===== src/rtl/qpsk_pkg.sv =====
// Shared definitions for the QPSK byte-to-I/Q splitter controller.
package qpsk_pkg;

  // Controller states; PRE is only reachable when the preamble option is built in.
  typedef enum logic [2:0] {
    IDLE  = 3'd0,
    LOAD  = 3'd1,
    SHIFT = 3'd2,
    EMIT  = 3'd3,
    PRE   = 3'd4
  } state_t;

  localparam int         BYTE_W       = 8;
  localparam int         NIB_W        = 4;
  localparam logic [7:0] PREAMBLE_DEF = 8'hA5;

endpackage


===== src/rtl/qpsk_frame_cnt.sv =====
// Frame byte counter: counts data groups and wraps from FRAME_LEN-1 back to 0.
// is_first_o is high while the counter sits at 0, i.e. the next data group
// opens a new frame.
module qpsk_frame_cnt #(
  parameter int FRAME_LEN = 16
) (
  input  logic clk,
  input  logic rst,
  input  logic inc_i,
  output logic is_first_o
);
  import qpsk_pkg::*;

  // A one-entry frame still needs a 1-bit register; it simply never leaves 0.
  localparam int            CW   = (FRAME_LEN > 1) ? $clog2(FRAME_LEN) : 1;
  localparam logic [CW-1:0] LAST = CW'(FRAME_LEN - 1);

  logic [CW-1:0] cnt_q;
  logic [CW-1:0] cnt_d;

  // Next count: advance on enable, wrapping at the last index of the frame.
  always_comb begin
    cnt_d = cnt_q;
    if (inc_i) begin
      cnt_d = (cnt_q == LAST) ? '0 : cnt_q + CW'(1);
    end
  end

  // Count register.
  always_ff @(posedge clk or posedge rst) begin
    if (rst) begin
      cnt_q <= '0;
    end else begin
      cnt_q <= cnt_d;
    end
  end

  assign is_first_o = (cnt_q == '0);

endmodule


===== src/rtl/qpsk_split_ctrl.sv =====
// Sequencer for the byte-to-I/Q bit splitter (PISO + toggle + even/odd SIPO).
// Accepts one byte, pulses the splitter load strobe, waits out the
// serialisation window, captures the even (I) and odd (Q) nibbles and offers
// them downstream as one symbol group with a start-of-frame flag.
// Optional build macro: QPSK_CTRL_PREAMBLE_EN inserts a PREAMBLE sync group at
// the start of every frame; that group carries sym_sop and the data groups do not.
module qpsk_split_ctrl #(
  parameter int BYTE_W    = qpsk_pkg::BYTE_W,
  parameter int SHIFT_CYC = 8,
  parameter int FRAME_LEN = 16
`ifdef QPSK_CTRL_PREAMBLE_EN
  ,
  parameter logic [BYTE_W-1:0] PREAMBLE = BYTE_W'(qpsk_pkg::PREAMBLE_DEF)
`endif
) (
  input  logic                       clk,
  input  logic                       rst,
  input  logic [BYTE_W-1:0]          in_data,
  input  logic                       in_valid,
  output logic                       in_ready,
  output logic [BYTE_W-1:0]          spl_data,
  output logic                       spl_ld,
  input  logic [qpsk_pkg::NIB_W-1:0] spl_even,
  input  logic [qpsk_pkg::NIB_W-1:0] spl_odd,
  output logic [qpsk_pkg::NIB_W-1:0] sym_i,
  output logic [qpsk_pkg::NIB_W-1:0] sym_q,
  output logic                       sym_sop,
  output logic                       sym_valid,
  input  logic                       sym_ready,
  output logic                       busy
);
  import qpsk_pkg::*;

  localparam int            SW         = (SHIFT_CYC > 1) ? $clog2(SHIFT_CYC) : 1;
  localparam logic [SW-1:0] SHIFT_LAST = SW'(SHIFT_CYC - 1);

  state_t              state_q, state_d;
  logic [SW-1:0]       shift_q, shift_d;
  logic [BYTE_W-1:0]   spl_data_q, spl_data_d;
  logic [NIB_W-1:0]    nib_i_q, nib_i_d;
  logic [NIB_W-1:0]    nib_q_q, nib_q_d;
  logic                sop_q, sop_d;
  logic                frame_inc;
  logic                frame_first;
`ifdef QPSK_CTRL_PREAMBLE_EN
  logic                pre_sent_q, pre_sent_d;
  logic                is_pre_q, is_pre_d;
  logic                need_pre;

  assign need_pre = frame_first & ~pre_sent_q;
`endif

  qpsk_frame_cnt #(
    .FRAME_LEN (FRAME_LEN)
  ) u_frame_cnt (
    .clk        (clk),
    .rst        (rst),
    .inc_i      (frame_inc),
    .is_first_o (frame_first)
  );

  // Next-state, handshake and strobe decode; every register holds by default.
  always_comb begin
    state_d    = state_q;
    shift_d    = shift_q;
    spl_data_d = spl_data_q;
    nib_i_d    = nib_i_q;
    nib_q_d    = nib_q_q;
    sop_d      = sop_q;
    frame_inc  = 1'b0;
    in_ready   = 1'b0;
    spl_ld     = 1'b0;
    sym_valid  = 1'b0;
    busy       = 1'b1;
`ifdef QPSK_CTRL_PREAMBLE_EN
    pre_sent_d = pre_sent_q;
    is_pre_d   = is_pre_q;
`endif

    case (state_q)
      IDLE: begin
        busy = 1'b0;
`ifdef QPSK_CTRL_PREAMBLE_EN
        // The preamble goes out only once a real byte is waiting, so an idle
        // link never emits orphan sync groups. The byte stays pending
        // (in_ready low) until the preamble group has been handed off.
        if (need_pre) begin
          if (in_valid) begin
            state_d = PRE;
          end
        end else begin
          in_ready = 1'b1;
          if (in_valid) begin
            spl_data_d = in_data;
            state_d    = LOAD;
          end
        end
`else
        in_ready = 1'b1;
        if (in_valid) begin
          spl_data_d = in_data;
          state_d    = LOAD;
        end
`endif
      end

`ifdef QPSK_CTRL_PREAMBLE_EN
      PRE: begin
        spl_data_d = PREAMBLE;
        is_pre_d   = 1'b1;
        state_d    = LOAD;
      end
`endif

      LOAD: begin
        spl_ld  = 1'b1;
        shift_d = '0;
        state_d = SHIFT;
      end

      SHIFT: begin
        shift_d = shift_q + SW'(1);
        if (shift_q == SHIFT_LAST) begin
          nib_i_d = spl_even;
          nib_q_d = spl_odd;
`ifdef QPSK_CTRL_PREAMBLE_EN
          sop_d   = is_pre_q;
`else
          sop_d   = frame_first;
`endif
          state_d = EMIT;
        end
      end

      EMIT: begin
        sym_valid = 1'b1;
        if (sym_ready) begin
          state_d = IDLE;
`ifdef QPSK_CTRL_PREAMBLE_EN
          if (is_pre_q) begin
            is_pre_d   = 1'b0;
            pre_sent_d = 1'b1;
          end else begin
            frame_inc  = 1'b1;
            // The flag only matters while the frame count is 0, so clearing it
            // on every data group is the same as clearing it on the wrap.
            pre_sent_d = 1'b0;
          end
`else
          frame_inc = 1'b1;
`endif
        end
      end

      default: begin
        state_d = IDLE;
      end
    endcase
  end

  // State, shift counter, splitter data and captured symbol registers.
  always_ff @(posedge clk or posedge rst) begin
    if (rst) begin
      state_q    <= IDLE;
      shift_q    <= '0;
      spl_data_q <= '0;
      nib_i_q    <= '0;
      nib_q_q    <= '0;
      sop_q      <= 1'b0;
`ifdef QPSK_CTRL_PREAMBLE_EN
      pre_sent_q <= 1'b0;
      is_pre_q   <= 1'b0;
`endif
    end else begin
      state_q    <= state_d;
      shift_q    <= shift_d;
      spl_data_q <= spl_data_d;
      nib_i_q    <= nib_i_d;
      nib_q_q    <= nib_q_d;
      sop_q      <= sop_d;
`ifdef QPSK_CTRL_PREAMBLE_EN
      pre_sent_q <= pre_sent_d;
      is_pre_q   <= is_pre_d;
`endif
    end
  end

  assign spl_data = spl_data_q;
  assign sym_i    = nib_i_q;
  assign sym_q    = nib_q_q;
  assign sym_sop  = sop_q;

endmodule

===== config.mk =====
export PLATFORM = sky130hd
export DESIGN_NAME = qpsk_split_ctrl
export DESIGN_NICKNAME = d
export VERILOG_FILES = /design/src/rtl/qpsk_pkg.sv /design/src/rtl/qpsk_frame_cnt.sv /design/src/rtl/qpsk_split_ctrl.sv
export SDC_FILE = /design/constraint.sdc
export NUM_CORES = 1
export LEC_CHECK = 0
export CAP_MARGIN = 15
export CORE_ASPECT_RATIO = 1.1
export CORE_MARGIN = 4
export CORE_UTILIZATION = 45
export DETAILED_ROUTE_END_ITERATION = 8
export PLACE_DENSITY_LB_ADDON = 0.12
export SYNTH_ARGS = -nofsm -noshare
export SYNTH_HDL_FRONTEND = slang
export SYNTH_SLANG_ARGS = --single-unit
export TNS_END_PERCENT = 20

===== constraint.sdc =====
create_clock -name clk -period 4.2 [get_ports clk]
set_clock_uncertainty 0.05 [all_clocks]
set_input_delay 1.26 -clock clk [delete_from_list [all_inputs] [get_ports clk]]
set_output_delay 1.26 -clock clk [all_outputs]
set_load 0.02 [all_outputs]

==> impl_results.md <==
- Slew margin rel.: 35.5%
- Num CTS Buffers: 3
- Mapped Area: 0.00115 sq mm
- CORE AREA: between 0.002 and 0.0025 sq mm
- Top cells by area, synth: dfrtp_1 57%, mux2_2 17%, ha_1 9.8%
- Detailed Route WL: 2210 microns
- Asr flop ratio synth: 100%
- Detailed Routing Iterations Pass 1: 5
- Simple-Gate Fraction of Synth Area: 3.49%
- Crit start category: register
- Synth cell types: 18
- Clock root cell: clkbuf_4
- CP endpoint kind: primary output
- DRC: 0
- Placed cell count: approximately 160
- FF+latch count, synth: 26
- Starting Density: between 40% and 50%
- Syn Area/Cell: 13.3 sq um
- Site row count: 18
- Final period util: 72.9%
- Post-synthesis mux area share: 19.4%
- Number of global-route vias before repair: 819
- Initial antenna violation count: 0
- Tot Pwr: approximately 0.97 mW
- Ports: 41
- Worst-path maximum fanout: 5
- Post-layout instance area: approximately 0.0016 sq mm
- Pwr dens: 598 mW/mm^2
- RSZ-0062 raised after global routing: no
- Largest net degree at the start of global routing: 27
- Main combinational cell family by area after synthesis: multiplexers
- Cells after Synth: 86
- Critical path class: reg -> out
- DR WL/cell: 13.8 microns
- Status: completed
- Register area share after synthesis: 56.7%
- Area of the die: 0.00342 sq mm
- Port Buffers: 40
- Post-synth top cells: 26 x dfrtp_1, 17 x mux2_2, 11 x inv_1
- Die Ht: 61.0 microns
- Global-route wire length before repair: ~3700 microns
- Vias per cell: 5.01
- Crit path max-delay cell type: clkdlybuf4s50_1
- P_leak: 0.725 nW
- VDD IR max: 0.000451 V
- Number of max-slew violations in the final report: 0
- Placed Area: 0.00159 sq mm
- # resized after CTS: 0
- Fin. Hold Viols: 0
- Crit path time final: 3060 ps
- XOR/XNOR share of the synthesized area: 0.763%
- Synth Flop Type: dfrtp_1
- Post-DP HPWL: 1760 microns
- Setup_tns: 0 ps
- WP data required: 2890 ps
- Worst-Margin Slew: 966 ps
- Hold Buf Count CTS: 0
- YS warnings: 0
- Adder and majority gate portion of the synthesized area: 9.81%
- Top-area cell type share of the netlist area: 56.7%
- # fillers: 168
- Vias post-DR: 802
- Max cap viols: 0
- Post-synth EDFFs: 0
- DRT antenna net count: 0
- Initial drt markers: 12
- Fin nets: 160
- Crit-path cells: inv_1, ha_1, clkdlybuf4s50_1
- Mapped Nets: ~120
- Area Growth Syn to Fin: 41.3%
- N_diodes: 0
- Slowest Stage Delay on Critical Path: 630 ps
- Most common cell in the netlist: dfrtp_1
- Clock Latency Late Sink: 310 ps
- Max Freq: approximately 330 MHz
- Crit path DAT: approximately 1800 ps
- Share of layout cells above drive strength 1: around 16%
- CTS max path bufs: 2
- Final setup violation count: 0
- H-tree Lvls: 1
- Setup Fix Bufs, Post-CTS: 0
- CTS clk-pin slew, worst paths: 140 ps
- Hold Path Class: reg -> reg
- CTS Sinks: 26
- Tot GR Track Use: between 10% and 20%
- Compound-Gate Fraction of Synth Area: 6.22%
- Worst hold slack: ~460 ps
- Grt ovf: 0
- Placer Congestion: between 0.7 and 0.8
- Layout Cells excl Fill: 160
- Synth area leader: dfrtp_1
- CTS tree: built
- Die width: ~56 microns
power breakdown:
group,switching [mW],internal (mW)
registers,0.0570,0.329
clock network,0.0701,0.0529
logic,0.223,0.238
total,0.350,0.620
cells in the final DEF (no fill, tap or decap), types with 2 or more instances in the layout:
master	instances
mux2_2	17
clkdlybuf4s50_1	40
o21ai_0	3
dfrtp_1	26
mux2i_1	2
nand3_1	4
inv_1	11
clkbuf_4	3
nand2_1	4
ha_1	9
cells by family after synthesis:
logic type | after synthesis
buf+inv | 11
mux | 20
xor+xnor | 1
simple gates | 9
flops | 26
fa+ha+maj | 9
compound gates | 10
layer usage:
layer / track usage, % / vias to the layer above / share of wire (%)
met4: 7.12 / 0 / 1.4
met5: 0 / - / 0
met3: 2.77 / 4 / 5.8
met2: 25.4 / 27 / 52
li1: - / 387 / -
met1: 16.8 / 384 / 41
area by class of cell:
cell class / instances / area [sq um] / area share, %
Sequential cell: 26 / 651 / 40.1
Clock buffer: 4 / 36.3 / 2.24
Inverter: 11 / 41.3 / 2.55
Timing Repair Buffer: 40 / 400 / 24.7
Tap cell: 30 / 37.5 / 2.31
Multi-Input combinational cell: 49 / 455 / 28.1
per-stage QoR:
step | worst slack (ps) | util [%]
6_report | 1140 | 69.2
5_1_grt | 1040 | 69.2
4_1_cts | 1120 | 69.2
3_5_place_dp | 1380 | 67.7
3_3_place_gp | 1420 | 67.7
2_1_floorplan | 1910 | -
registers in the layout (all words and copies together), names as in the netlist:
name / count
spl_data: 8
sym_i: 4
u_frame_cnt.cnt_q: 4
sym_q: 4
sym_sop: 1
shift_q: 3
state_q: 2
critical path, delay by kind of cell (launching register included):
kind / cells / cell delay [ps]
flip-flops: 1 / 440
adder cells (fa/ha/maj): 1 / 250
buffers and inverters: 2 / 750
worst paths after layout:
| check | depth (start not counted) | slack, ps | start | endpoint |
|---|---|---|---|---|
| worst max-delay path | 3 | 1140 | state_q[0] | in_ready |
| worst min register to register | 1 | 460 | shift_q[0] | shift_q[0] |
| worst max register to register | 4 | 2390 | state_q[0] | state_q[1] |
| min in group asynchronous | 2 | 1420 | rst | sym_q[0] |
| max in group asynchronous | 2 | 2100 | rst | sym_q[2] |
| worst min-delay path | 1 | 460 | shift_q[0] | shift_q[0] |
No activity file was read; power rests on OpenSTA's default activity.
